### src/rtl/seq_scan_pkg.sv
// Shared types and constants for the frame-level 01010 scan controller.
package seq_scan_pkg;

  localparam int PAT_LEN = 5;
  localparam logic [PAT_LEN-1:0] DEF_PATTERN = 5'b01010;

  typedef enum logic [2:0] {IDLE, LOAD, SHIFT, DRAIN, DONE} state_e;

  // Detector states: S0..S4 = matched prefix length, S5 = full match.
  typedef enum logic [2:0] {S0, S1, S2, S3, S4, S5} det_state_e;

endpackage

### src/rtl/pattern_det.sv
// Overlapping Moore detector for a PAT_LEN-bit serial pattern, first bit = MSB.
module pattern_det
  import seq_scan_pkg::*;
#(
  parameter logic [PAT_LEN-1:0] PATTERN = DEF_PATTERN
) (
  input  logic clk,
  input  logic rst_n,
  input  logic clr,
  input  logic bit_en,
  input  logic x,
  output logic hit
);

  det_state_e state_q, state_d;
  logic       hit_q, hit_d;

  function automatic logic pat_bit(input int i);
    logic [PAT_LEN-1:0] sh;
    if (i < 0 || i >= PAT_LEN) return 1'b0;
    sh = PATTERN >> (PAT_LEN - 1 - i);
    return sh[0];
  endfunction

  // Longest suffix of (matched prefix + new bit) that is also a prefix;
  // from S5 the history is the whole pattern, which gives the overlap.
  function automatic det_state_e next_state(input det_state_e s, input logic b);
    int   k, best, m;
    logic ok, sb;
    k    = int'(s);
    best = 0;
    for (int l = 1; l <= PAT_LEN; l++) begin
      if (l <= k + 1) begin
        ok = 1'b1;
        for (int j = 0; j < l; j++) begin
          m  = k + 1 - l + j;
          sb = (m == k) ? b : pat_bit(m);
          if (sb != pat_bit(j)) ok = 1'b0;
        end
        if (ok) best = l;
      end
    end
    return det_state_e'(best[2:0]);
  endfunction

  always_comb begin
    state_d = state_q;
    hit_d   = 1'b0;
    if (clr) begin
      state_d = S0;
    end else if (bit_en) begin
      state_d = next_state(state_q, x);
      hit_d   = (state_d == S5);
    end
  end

  always_ff @(posedge clk or negedge rst_n) begin
    if (!rst_n) begin
      state_q <= S0;
      hit_q   <= 1'b0;
    end else begin
      state_q <= state_d;
      hit_q   <= hit_d;
    end
  end

  assign hit = hit_q;

endmodule

### src/rtl/seq_scan_ctrl.sv
// Frame controller: accepts bytes, serialises them MSB-first into pattern_det,
// and reports a saturating hit count per frame.
module seq_scan_ctrl
  import seq_scan_pkg::*;
#(
  parameter logic [PAT_LEN-1:0] PATTERN = DEF_PATTERN,
  parameter int                 CNT_W   = 8
) (
  input  logic             clk,
  input  logic             rst_n,
  input  logic             start,
  input  logic [7:0]       frame_len,
  input  logic             in_valid,
  input  logic [7:0]       in_data,
  output logic             in_ready,
  output logic             bit_x,
  output logic             busy,
  output logic             done,
  output logic [CNT_W-1:0] match_count,
  output logic             overflow
);

  state_e           state_q, state_d;
  logic [7:0]       bytes_left_q, bytes_left_d;
  logic [2:0]       bit_idx_q, bit_idx_d;
  logic [7:0]       shreg_q, shreg_d;
  logic [CNT_W-1:0] cnt_q, cnt_d;
  logic             ovf_q, ovf_d;
  logic [CNT_W:0]   inc;
  logic             det_clr, bit_en, hit;

  // Returns {attempted_past_max, next_value}.
  function automatic logic [CNT_W:0] sat_inc(input logic [CNT_W-1:0] c);
    if (&c) return {1'b1, c};
    return {1'b0, c + 1'b1};
  endfunction

  pattern_det #(.PATTERN(PATTERN)) u_det (
    .clk   (clk),
    .rst_n (rst_n),
    .clr   (det_clr),
    .bit_en(bit_en),
    .x     (bit_x),
    .hit   (hit)
  );

  always_comb begin
    state_d      = state_q;
    bytes_left_d = bytes_left_q;
    bit_idx_d    = bit_idx_q;
    shreg_d      = shreg_q;
    cnt_d        = cnt_q;
    ovf_d        = ovf_q;
    det_clr      = 1'b0;
    bit_en       = 1'b0;
    in_ready     = 1'b0;
    bit_x        = 1'b0;
    done         = 1'b0;
    inc          = sat_inc(cnt_q);

    // Hits arrive one cycle after their bit, so they may land in LOAD or DRAIN.
    if (hit) begin
      cnt_d = inc[CNT_W-1:0];
      ovf_d = ovf_q | inc[CNT_W];
    end

    case (state_q)
      IDLE: begin
        if (start) begin
          cnt_d   = '0;
          ovf_d   = 1'b0;
          det_clr = 1'b1;
          if (frame_len != 8'd0) begin
            bytes_left_d = frame_len;
            state_d      = LOAD;
          end else begin
            state_d = DONE;
          end
        end
      end
      LOAD: begin
        in_ready = 1'b1;
        if (in_valid) begin
          shreg_d   = in_data;
          bit_idx_d = 3'd7;
          state_d   = SHIFT;
        end
      end
      SHIFT: begin
        bit_x     = shreg_q[7];
        bit_en    = 1'b1;
        shreg_d   = {shreg_q[6:0], 1'b0};
        bit_idx_d = bit_idx_q - 3'd1;
        if (bit_idx_q == 3'd0) begin
          bytes_left_d = bytes_left_q - 8'd1;
          state_d      = (bytes_left_q == 8'd1) ? DRAIN : LOAD;
        end
      end
      DRAIN: state_d = DONE;
      DONE: begin
        done    = 1'b1;
        state_d = IDLE;
      end
      default: state_d = IDLE;
    endcase
  end

  always_ff @(posedge clk or negedge rst_n) begin
    if (!rst_n) begin
      state_q      <= IDLE;
      bytes_left_q <= 8'd0;
      bit_idx_q    <= 3'd0;
      cnt_q        <= '0;
      ovf_q        <= 1'b0;
    end else begin
      state_q      <= state_d;
      bytes_left_q <= bytes_left_d;
      bit_idx_q    <= bit_idx_d;
      cnt_q        <= cnt_d;
      ovf_q        <= ovf_d;
    end
  end

  // Shift data is only observed in SHIFT, after a load, so it needs no reset.
  always_ff @(posedge clk) begin
    shreg_q <= shreg_d;
  end

  assign busy        = (state_q != IDLE);
  assign match_count = cnt_q;
  assign overflow    = ovf_q;

endmodule
### config.mk
export PLATFORM = sky130hd
export DESIGN_NAME = seq_scan_ctrl
export DESIGN_NICKNAME = d
export VERILOG_FILES = /design/src/rtl/seq_scan_pkg.sv /design/src/rtl/pattern_det.sv /design/src/rtl/seq_scan_ctrl.sv
export SDC_FILE = /design/constraint.sdc
export NUM_CORES = 1
export LEC_CHECK = 0
export BUFFER_PORTS_ARGS = -buffer_cell sky130_fd_sc_hd__buf_2
export CORE_MARGIN = 1
export CORE_UTILIZATION = 50
export DETAILED_ROUTE_END_ITERATION = 8
export PLACE_DENSITY = 0.69
export REMOVE_ABC_BUFFERS = 1
export SYNTH_ARGS = -nofsm -noshare
export SYNTH_HDL_FRONTEND = slang
export SYNTH_SLANG_ARGS = --single-unit
### constraint.sdc
create_clock -name clk -period 4.9 [get_ports clk]
set_input_delay 0.735 -clock clk [delete_from_list [all_inputs] [get_ports clk]]
set_output_delay 0.735 -clock clk [all_outputs]
set_load 0.02 [all_outputs]
==> summary.txt, run 1 <==
Timing
  – Final setup vio count: 0
  – Max Slew Vio Count: 0
  – Worst Tran Pin Value: 1.133 ns
  – Peak Freq: 233.9 MHz
  – Setup Skew: 0.01361 ns
  – Max-slew headroom: 0.2450
  – Final hold vios: 0
  – Unrepaired setup endpoints after global routing: no
  – Setup TNS: 0 ns
  – Tmin final: ~4.3 ns
  – Tcrit/Tclk final: 0.8724

Logic synthesis
  – Number of enable flip-flop cells after synthesis: 8
  – Syn Inst Count: 438
  – Syn. warnings: 0
  – Synth Flop Type: dfrtp_1
  – Post-Syn Area: 3496 µm²
  – Post-synth ARST share: 0.7714
  – Register bit total from synthesis: 35
  – Cell variety after synth: 75
  – Register area share after synthesis: 0.2620
  – Syn avg cell area: 7.981 µm²

Pwr
  – Leakage power: around 0.0016 µW
  – PnR Total Power: 2703 µW
  – VDD IR max: about 0.35 mV
  – Power Dens Cells: 720.8 nW/µm²

Critical path
  – CP required: 5.07 ns
  – Critical path's slowest cell: xnor2_2
  – Startpoint Class: register
  – Worst-path cell chain: ha_1, xnor2_2, ha_1, nand3_1, inv_1, ha_1, nand2_1, ha_1, nor4b_1, and3_1, o2111ai_1, a221o_1, o21ai_1, o21ai_2, a211o_1
  – Arrival @ worst endpoint: 4.44 ns
  – Most used cell, CP: ha_1
  – Cell class contributing the biggest share of worst-path delay: adder cells
  – Reg-to-Reg Start: u_det.state_q[1]
  – R2r setup slk: 0.63 ns
  – Cells on worst reg2reg path: 15
  – Max incr delay on CP: 0.57 ns
  – R2r endpoint: u_det.state_q[0]
  – Critical Path Sink Type: register
  – Worst Setup Path Type: register to register
  – Worst-path fanout max: 16
  – CP Buf/Inv Count: 1

Global route
  – Largest net degree at the start of global routing: 28
  – Antenna violations before repair: 0
  – Number of global-route vias before repair: 3104
  – GR Overflow Total: 0
  – First-pass GRT wire length: around 14000 µm
  – Total track usage: 0.2441

Routing
  – Final ANT Viol Nets: 0
  – Via count: 3276
  – Wire per inst: 15.58 µm
  – DRC viols: 0
  – Drt via density: 6.101
  – Number of DRC markers in iteration 0: 235
  – First-pass iteration count of the detailed router: 4
  – Routed WL: 8367 µm

Clocking
  – Clock buffer depth: 2
  – TritonCTS clock tree: done
  – H-tree levels: 2
  – Hold buffer count at CTS: 0
  – Setup Fix Bufs, Post-CTS: 0
  – Cts bufs inserted: 5
  – CTS resizes: 0
  – Clk sinks: 35
  – Clk slew on worst S/H paths: about 0.08 ns
  – Clock Tree Root: clkbuf_8
  – Worst skew pair latency: between 0.2 and 0.3 ns

Floorplan
  – Initial core utilization: 0.5174
  – Die ar.: 7330 µm²
  – Die outline height: 85.62 µm
  – Row count: 30
  – Top-level I/O count: 33
  – Die X-Extent: 85.62 µm
  – CORE AREA: 6756 µm²

Cells and area
  – Nets: 509
  – Antenna Cells: 0
  – Fin area: 3750 µm²
  – Layout cells sized above 1: 0.1291
  – Layout Area Growth over Synthesis: 7.266%

Place
  – Placed cell area: ~3700 µm²
  – Gpl congestion: between 0.8 and 0.9
  – I/O Buffers: 32
  – Detailed placement HPWL: 6061 µm

Job
  – Max-cap viol count: 0

Worst hold path
  – Worst hold-check path type: input pin to asynchronous set/reset pin

Status
  – Status: completed
-- worst reg2reg max path: stages (launching register included) --
cell and delay [ns]:
dfrtp_1 0.56, ha_1 0.32, xnor2_2 0.57, ha_1 0.46, nand3_1 0.17, inv_1 0.15, ha_1 0.18, nand2_1 0.06
ha_1 0.18, nor4b_1 0.24, and3_1 0.21, o2111ai_1 0.14, a221o_1 0.38, o21ai_1 0.17, o21ai_2 0.10, a211o_1 0.26
-- logic make-up (layout without fill, tap and decap cells) --
| kind of cell | after synthesis | after routing | share of synthesized area |
|---|---|---|---|
| flip-flops | 35 | 35 | 0.2620 |
| XOR/XNOR | 23 | 23 | 0.05977 |
| multiplexers | 7 | 7 | 0.02076 |
| AO/OA/AOI/OAI | 118 | 118 | 0.2305 |
| adder cells (fa/ha/maj) | 33 | 33 | 0.1181 |
| AND/OR/NAND/NOR | 170 | 170 | 0.2437 |
| buffers and inverters | 52 | 71 | 0.06514 |
-- how the worst max path moves through the flow --
stage	startpoint	to	slack [ns]	depth (start not counted)
6_report	u_det.state_q[1]	u_det.state_q[0]	0.63	15
5_1_grt	u_det.state_q[1]	u_det.state_q[0]	0.39	15
4_1_cts	u_det.state_q[1]	u_det.state_q[0]	0.64	15
3_5_place_dp	u_det.state_q[1]	u_det.state_q[0]	0.68	15
3_3_place_gp	u_det.state_q[1]	u_det.state_q[0]	0.87	15
2_1_floorplan	u_det.state_q[0]	u_det.state_q[1]	0.75	14
-- routing by layer --
metal  GRT usage  vias to the layer above  wire length (µm)
met4     0.08636                        0               148
met5           0                        -                 0
met1      0.3356                     1554              3988
met2      0.3949                       73              3950
li1            -                     1634                 -
met3     0.03369                       15               278
-- metrics by stage --
| stage | cells | util | hold WS, ns | worst slack (ns) |
|---|---|---|---|---|
| after floorplan | 412 | - | 0.4394 | 0.7510 |
| after global routing | 537 | 0.5550 | 0.4947 | 0.3854 |
| final | 537 | 0.5550 | 0.4487 | 0.6252 |
| after CTS | 537 | 0.5550 | 0.4686 | 0.6435 |
| after global placement | 529 | 0.5426 | 0.4552 | 0.8684 |
| after detailed placement | 529 | 0.5426 | 0.4594 | 0.6792 |
-- report_power, final --
part | switching, µW | internal [µW]
Clock | 105 | 96.5
Sequential | 84.1 | 403
Combinational | 1220 | 796
Total | 1410 | 1300
-- layout make-up --
cell class	count	area, µm²
fillers	649	3007
multi-input cells	351	2352
flip-flops and latches	35	915.9
repair buffers	37	197.7
inverters	26	100.1
well taps	80	100.1
clock buffers	5	68.82
clock inverters	3	15.01
-- flip-flops by register name (all words and copies together), names as in the netlist --
name	flops
bytes_left_q	8
match_count	8
shreg_q	8
bit_idx_q	3
state_q	3
u_det.state_q	3
overflow	1
u_det.hit	1
-- synth_stat cells, types with 5 or more instances --
master	n	area share
dfrtp_1	27	0.19
nand2_1	47	0.050
o2111ai_1	5	0.013
o21ai_0	28	0.040
xor2_1	7	0.018
mux2i_1	5	0.014
or3_1	7	0.013
nor3_1	10	0.014
a31oi_1	5	0.0089
nor2_1	41	0.044
xnor2_1	15	0.038
a21oi_1	29	0.042
and2_1	5	0.0089
nand3_1	11	0.016
ha_1	33	0.12
and3_1	9	0.016
nor3b_1	5	0.011
clkbuf_1	13	0.014
edfxtp_1	8	0.069
a211oi_1	5	0.011
buf_2	9	0.013
inv_1	22	0.024
nand4_1	7	0.013
nor4_1	9	0.016
-- layout by cell type (no fill, tap or decap), types with 7 or more instances in the layout --
cell type,count
dfrtp_1,27
buf_2,32
nand4_1,7
a21oi_1,29
or3_1,7
xnor2_1,15
nand3_1,11
inv_1,22
and3_1,9
xor2_1,7
nor2_1,41
nand2_1,47
edfxtp_1,8
nor3_1,10
ha_1,33
o21ai_0,28
nor4_1,9
Power figures use the tool's default switching activity.
==> run 2: changes to the inputs <==
--- a/config.mk
+++ b/config.mk
@@ -5,11 +5,10 @@
 export SDC_FILE = /design/constraint.sdc
 export NUM_CORES = 1
 export LEC_CHECK = 0
-export BUFFER_PORTS_ARGS = -buffer_cell sky130_fd_sc_hd__buf_2
 export CORE_MARGIN = 1
 export CORE_UTILIZATION = 50
 export DETAILED_ROUTE_END_ITERATION = 8
-export PLACE_DENSITY = 0.69
+export DONT_BUFFER_PORTS = 1
 export REMOVE_ABC_BUFFERS = 1
 export SYNTH_ARGS = -nofsm -noshare
 export SYNTH_HDL_FRONTEND = slang
==> run 2 against run 1 <==
Effect of this change: non-clock buffer count is 32 lower; setup slack better by 0.10 ns; via count is 4.2% lower; highest routed layer unchanged; critical path depth stayed put; sequential power is 2% higher; combinational power is 2% lower; sequential share of layout area is 1.1 points higher; utilization is 2.4 points lower; global-route usage is 0.068 points higher.
==> summary.txt, run 2 (same netlist as run 1, synthesis figures left out) <==
Critical path
  – R2r setup slk: 0.73 ns (+0.10 ns)
  – Arrival @ worst endpoint: 4.35 ns (-0.09 ns)
  – CP required: 5.08 ns (about the same)
  – Worst-path fanout max: 16 (unchanged)
  – Critical Path Sink Type: register
  – Worst Setup Path Type: register to register
  – Reg-to-Reg Start: u_det.state_q[1]
  – Cells on worst reg2reg path: 15 (unchanged)
  – R2r endpoint: u_det.state_q[0]
  – Startpoint Class: register

Job
  – Max-cap viol count: 0 (unchanged)

Routing
  – Via count: 3139 (-4.2%)
  – Routed WL: 8438 µm (+0.85%)
  – Number of DRC markers in iteration 0: 212 (-9.8%)
  – Wire per inst: 16.71 µm (+7.2%)
  – Final ANT Viol Nets: 0 (unchanged)
  – First-pass iteration count of the detailed router: 4 (unchanged)
  – DRC viols: 0 (unchanged)
  – Drt via density: 6.216 (+1.9%)

Timing
  – Worst Tran Pin Value: 1.141 ns (+0.008963 ns)
  – Unrepaired setup endpoints after global routing: no
  – Final hold vios: 0 (unchanged)
  – Tcrit/Tclk final: 0.8519 (-0.02049)
  – Peak Freq: 239.6 MHz (+2.4%)
  – Setup Skew: 0.004840 ns (-0.008767 ns)
  – Tmin final: 4.174 ns (-0.1004 ns)
  – Max-slew headroom: 0.2390 (-0.005975)
  – Setup TNS: 0 ns (unchanged)
  – Max Slew Vio Count: 0 (unchanged)
  – Final setup vio count: 0 (unchanged)

Clocking
  – TritonCTS clock tree: done
  – Setup Fix Bufs, Post-CTS: 0 (unchanged)
  – Worst skew pair latency: 0.29 ns (about the same)
  – Clk slew on worst S/H paths: 0.07 ns (about the same)
  – Hold buffer count at CTS: 0 (unchanged)
  – H-tree levels: 2 (unchanged)
  – Cts bufs inserted: 5 (unchanged)
  – CTS resizes: 0 (unchanged)
  – Clock buffer depth: 2 (unchanged)
  – Clock Tree Root: clkbuf_8
  – Clk sinks: 35 (unchanged)

Cells and area
  – Layout cells sized above 1: 0.06118 (-0.06793)
  – Antenna Cells: 0 (unchanged)
  – Final Core Density: 0.5307 (-0.02426)
  – Highest-count cells in the layout ignoring fill and taps: 47 x nand2_1, 41 x nor2_1, 33 x ha_1
  – Nets: 477 (-6.3%)
  – Layout Area Growth over Synthesis: 2.577%
  – Commonest non-fill, non-tap cell in the layout: nand2_1

Floorplan
  – Top-level I/O count: 33 (unchanged)
  – Die ar.: 7330 µm² (unchanged)
  – Row count: 30 (unchanged)
  – Die X-Extent: 85.62 µm (unchanged)
  – Die outline height: 85.62 µm (unchanged)
  – Initial core utilization: 0.5174 (unchanged)
  – CORE AREA: 6756 µm² (unchanged)

Pwr
  – Register share of total power: 0.186 (+0.006)
  – Combinational power share: 0.738 (-0.007)
  – Clk pwr share: 0.076 (about the same)
  – Power Dens Cells: 743.4 nW/µm² (+3.1%)
  – Sw Share: 0.5176 (-0.003126)
  – Leakage power: 0.001498 µW (-8.8%)
  – Cell-internal power: 1286 µW (-0.73%)
  – Switch Pwr: 1380 µW (-2.0%)
  – VDD IR max: 0.2695 mV (-22%)

Place
  – Gpl congestion: 0.8141 (-9.3%)
  – Detailed placement HPWL: 6137 µm (+1.3%)
  – I/O Buffers: 0 (-100%)

Global route
  – GR Overflow Total: 0 (unchanged)
  – Largest net degree at the start of global routing: 28 (unchanged)
  – Number of global-route vias before repair: 3016 (-2.8%)
  – Total track usage: 0.2448 (+0.0006844)
  – Antenna violations before repair: 0 (unchanged)
  – First-pass GRT wire length: 14330 µm (-0.62%)

Worst hold path
  – Worst hold-check path type: input pin to asynchronous set/reset pin

Status
  – Status: completed
[run 2: cell count changes in the layout (fill, tap and decap cells not counted)]
cell and delta:
buf_2 -32, clkbuf_1 +3, clkinv_1 -2, clkinvlp_4 -1
[run 2: layout make-up]
class / instances / area [µm²]
Timing Repair Buffer: 5 / 37.54
Multi-Input combinational cell: 351 / 2352
Clock buffer: 8 / 80.08
Sequential cell: 35 / 915.9
Tap cell: 80 / 100.1
Fill cell: 665 / 3171
Inverter: 26 / 100.1
[run 2: power groups by stage]
| stage | combinational (µW) | clock, µW | sequential (µW) |
|---|---|---|---|
| CTS | 1970 | 208 | 492 |
| global route | 2230 | 219 | 513 |
| finish | 1970 | 204 | 495 |
| detailed placement | 1960 | 0 | 497 |
| floorplan | 1510 | 0 | 495 |
| global placement | 1930 | 0 | 495 |
[run 2: worst max path at each step]
stage	startpoint	cells past startpoint	end
3_5_place_dp	u_det.state_q[1]	15	u_det.state_q[1]
3_3_place_gp	u_det.state_q[1]	14	u_det.state_q[1]
4_1_cts	u_det.state_q[1]	15	u_det.state_q[0]
2_1_floorplan	u_det.state_q[0]	14	u_det.state_q[1]
5_1_grt	u_det.state_q[1]	15	u_det.state_q[0]
6_report	u_det.state_q[1]	15	u_det.state_q[0]
[run 2: per-stage QoR]
stage	total power, µW	std cells	hold WS, ns	area, µm²	worst slack (ns)
CTS	2670	505	0.1252	3586	0.7799
global route	2963	505	0.1164	3586	0.5017
floorplan	2008	412	0.4394	3368	0.7510
finish	2666	505	0.1370	3586	0.7256
detailed placement	2456	497	0.4401	3506	0.7988
global placement	2421	497	0.4401	3506	0.8791
[run 2: worst max-delay path, stage by stage (launching register included)]
cell and delay (ns):
dfrtp_1 0.57, ha_1 0.32, xnor2_2 0.54, ha_1 0.47
nand3_1 0.16, inv_1 0.13, ha_1 0.18, nand2_1 0.07
ha_1 0.19, nor4b_1 0.21, and3_1 0.20, o2111ai_1 0.13
a221o_1 0.38, o21ai_1 0.16, o21ai_2 0.09, a211o_1 0.25
[run 2: metal layers]
metal | up-vias | track usage | part of all wire
met5 | - | 0 | 0
met4 | 0 | 0.09091 | 0.017
met3 | 14 | 0.03176 | 0.034
met2 | 64 | 0.4145 | 0.49
met1 | 1493 | 0.3199 | 0.46
li1 | 1568 | - | -
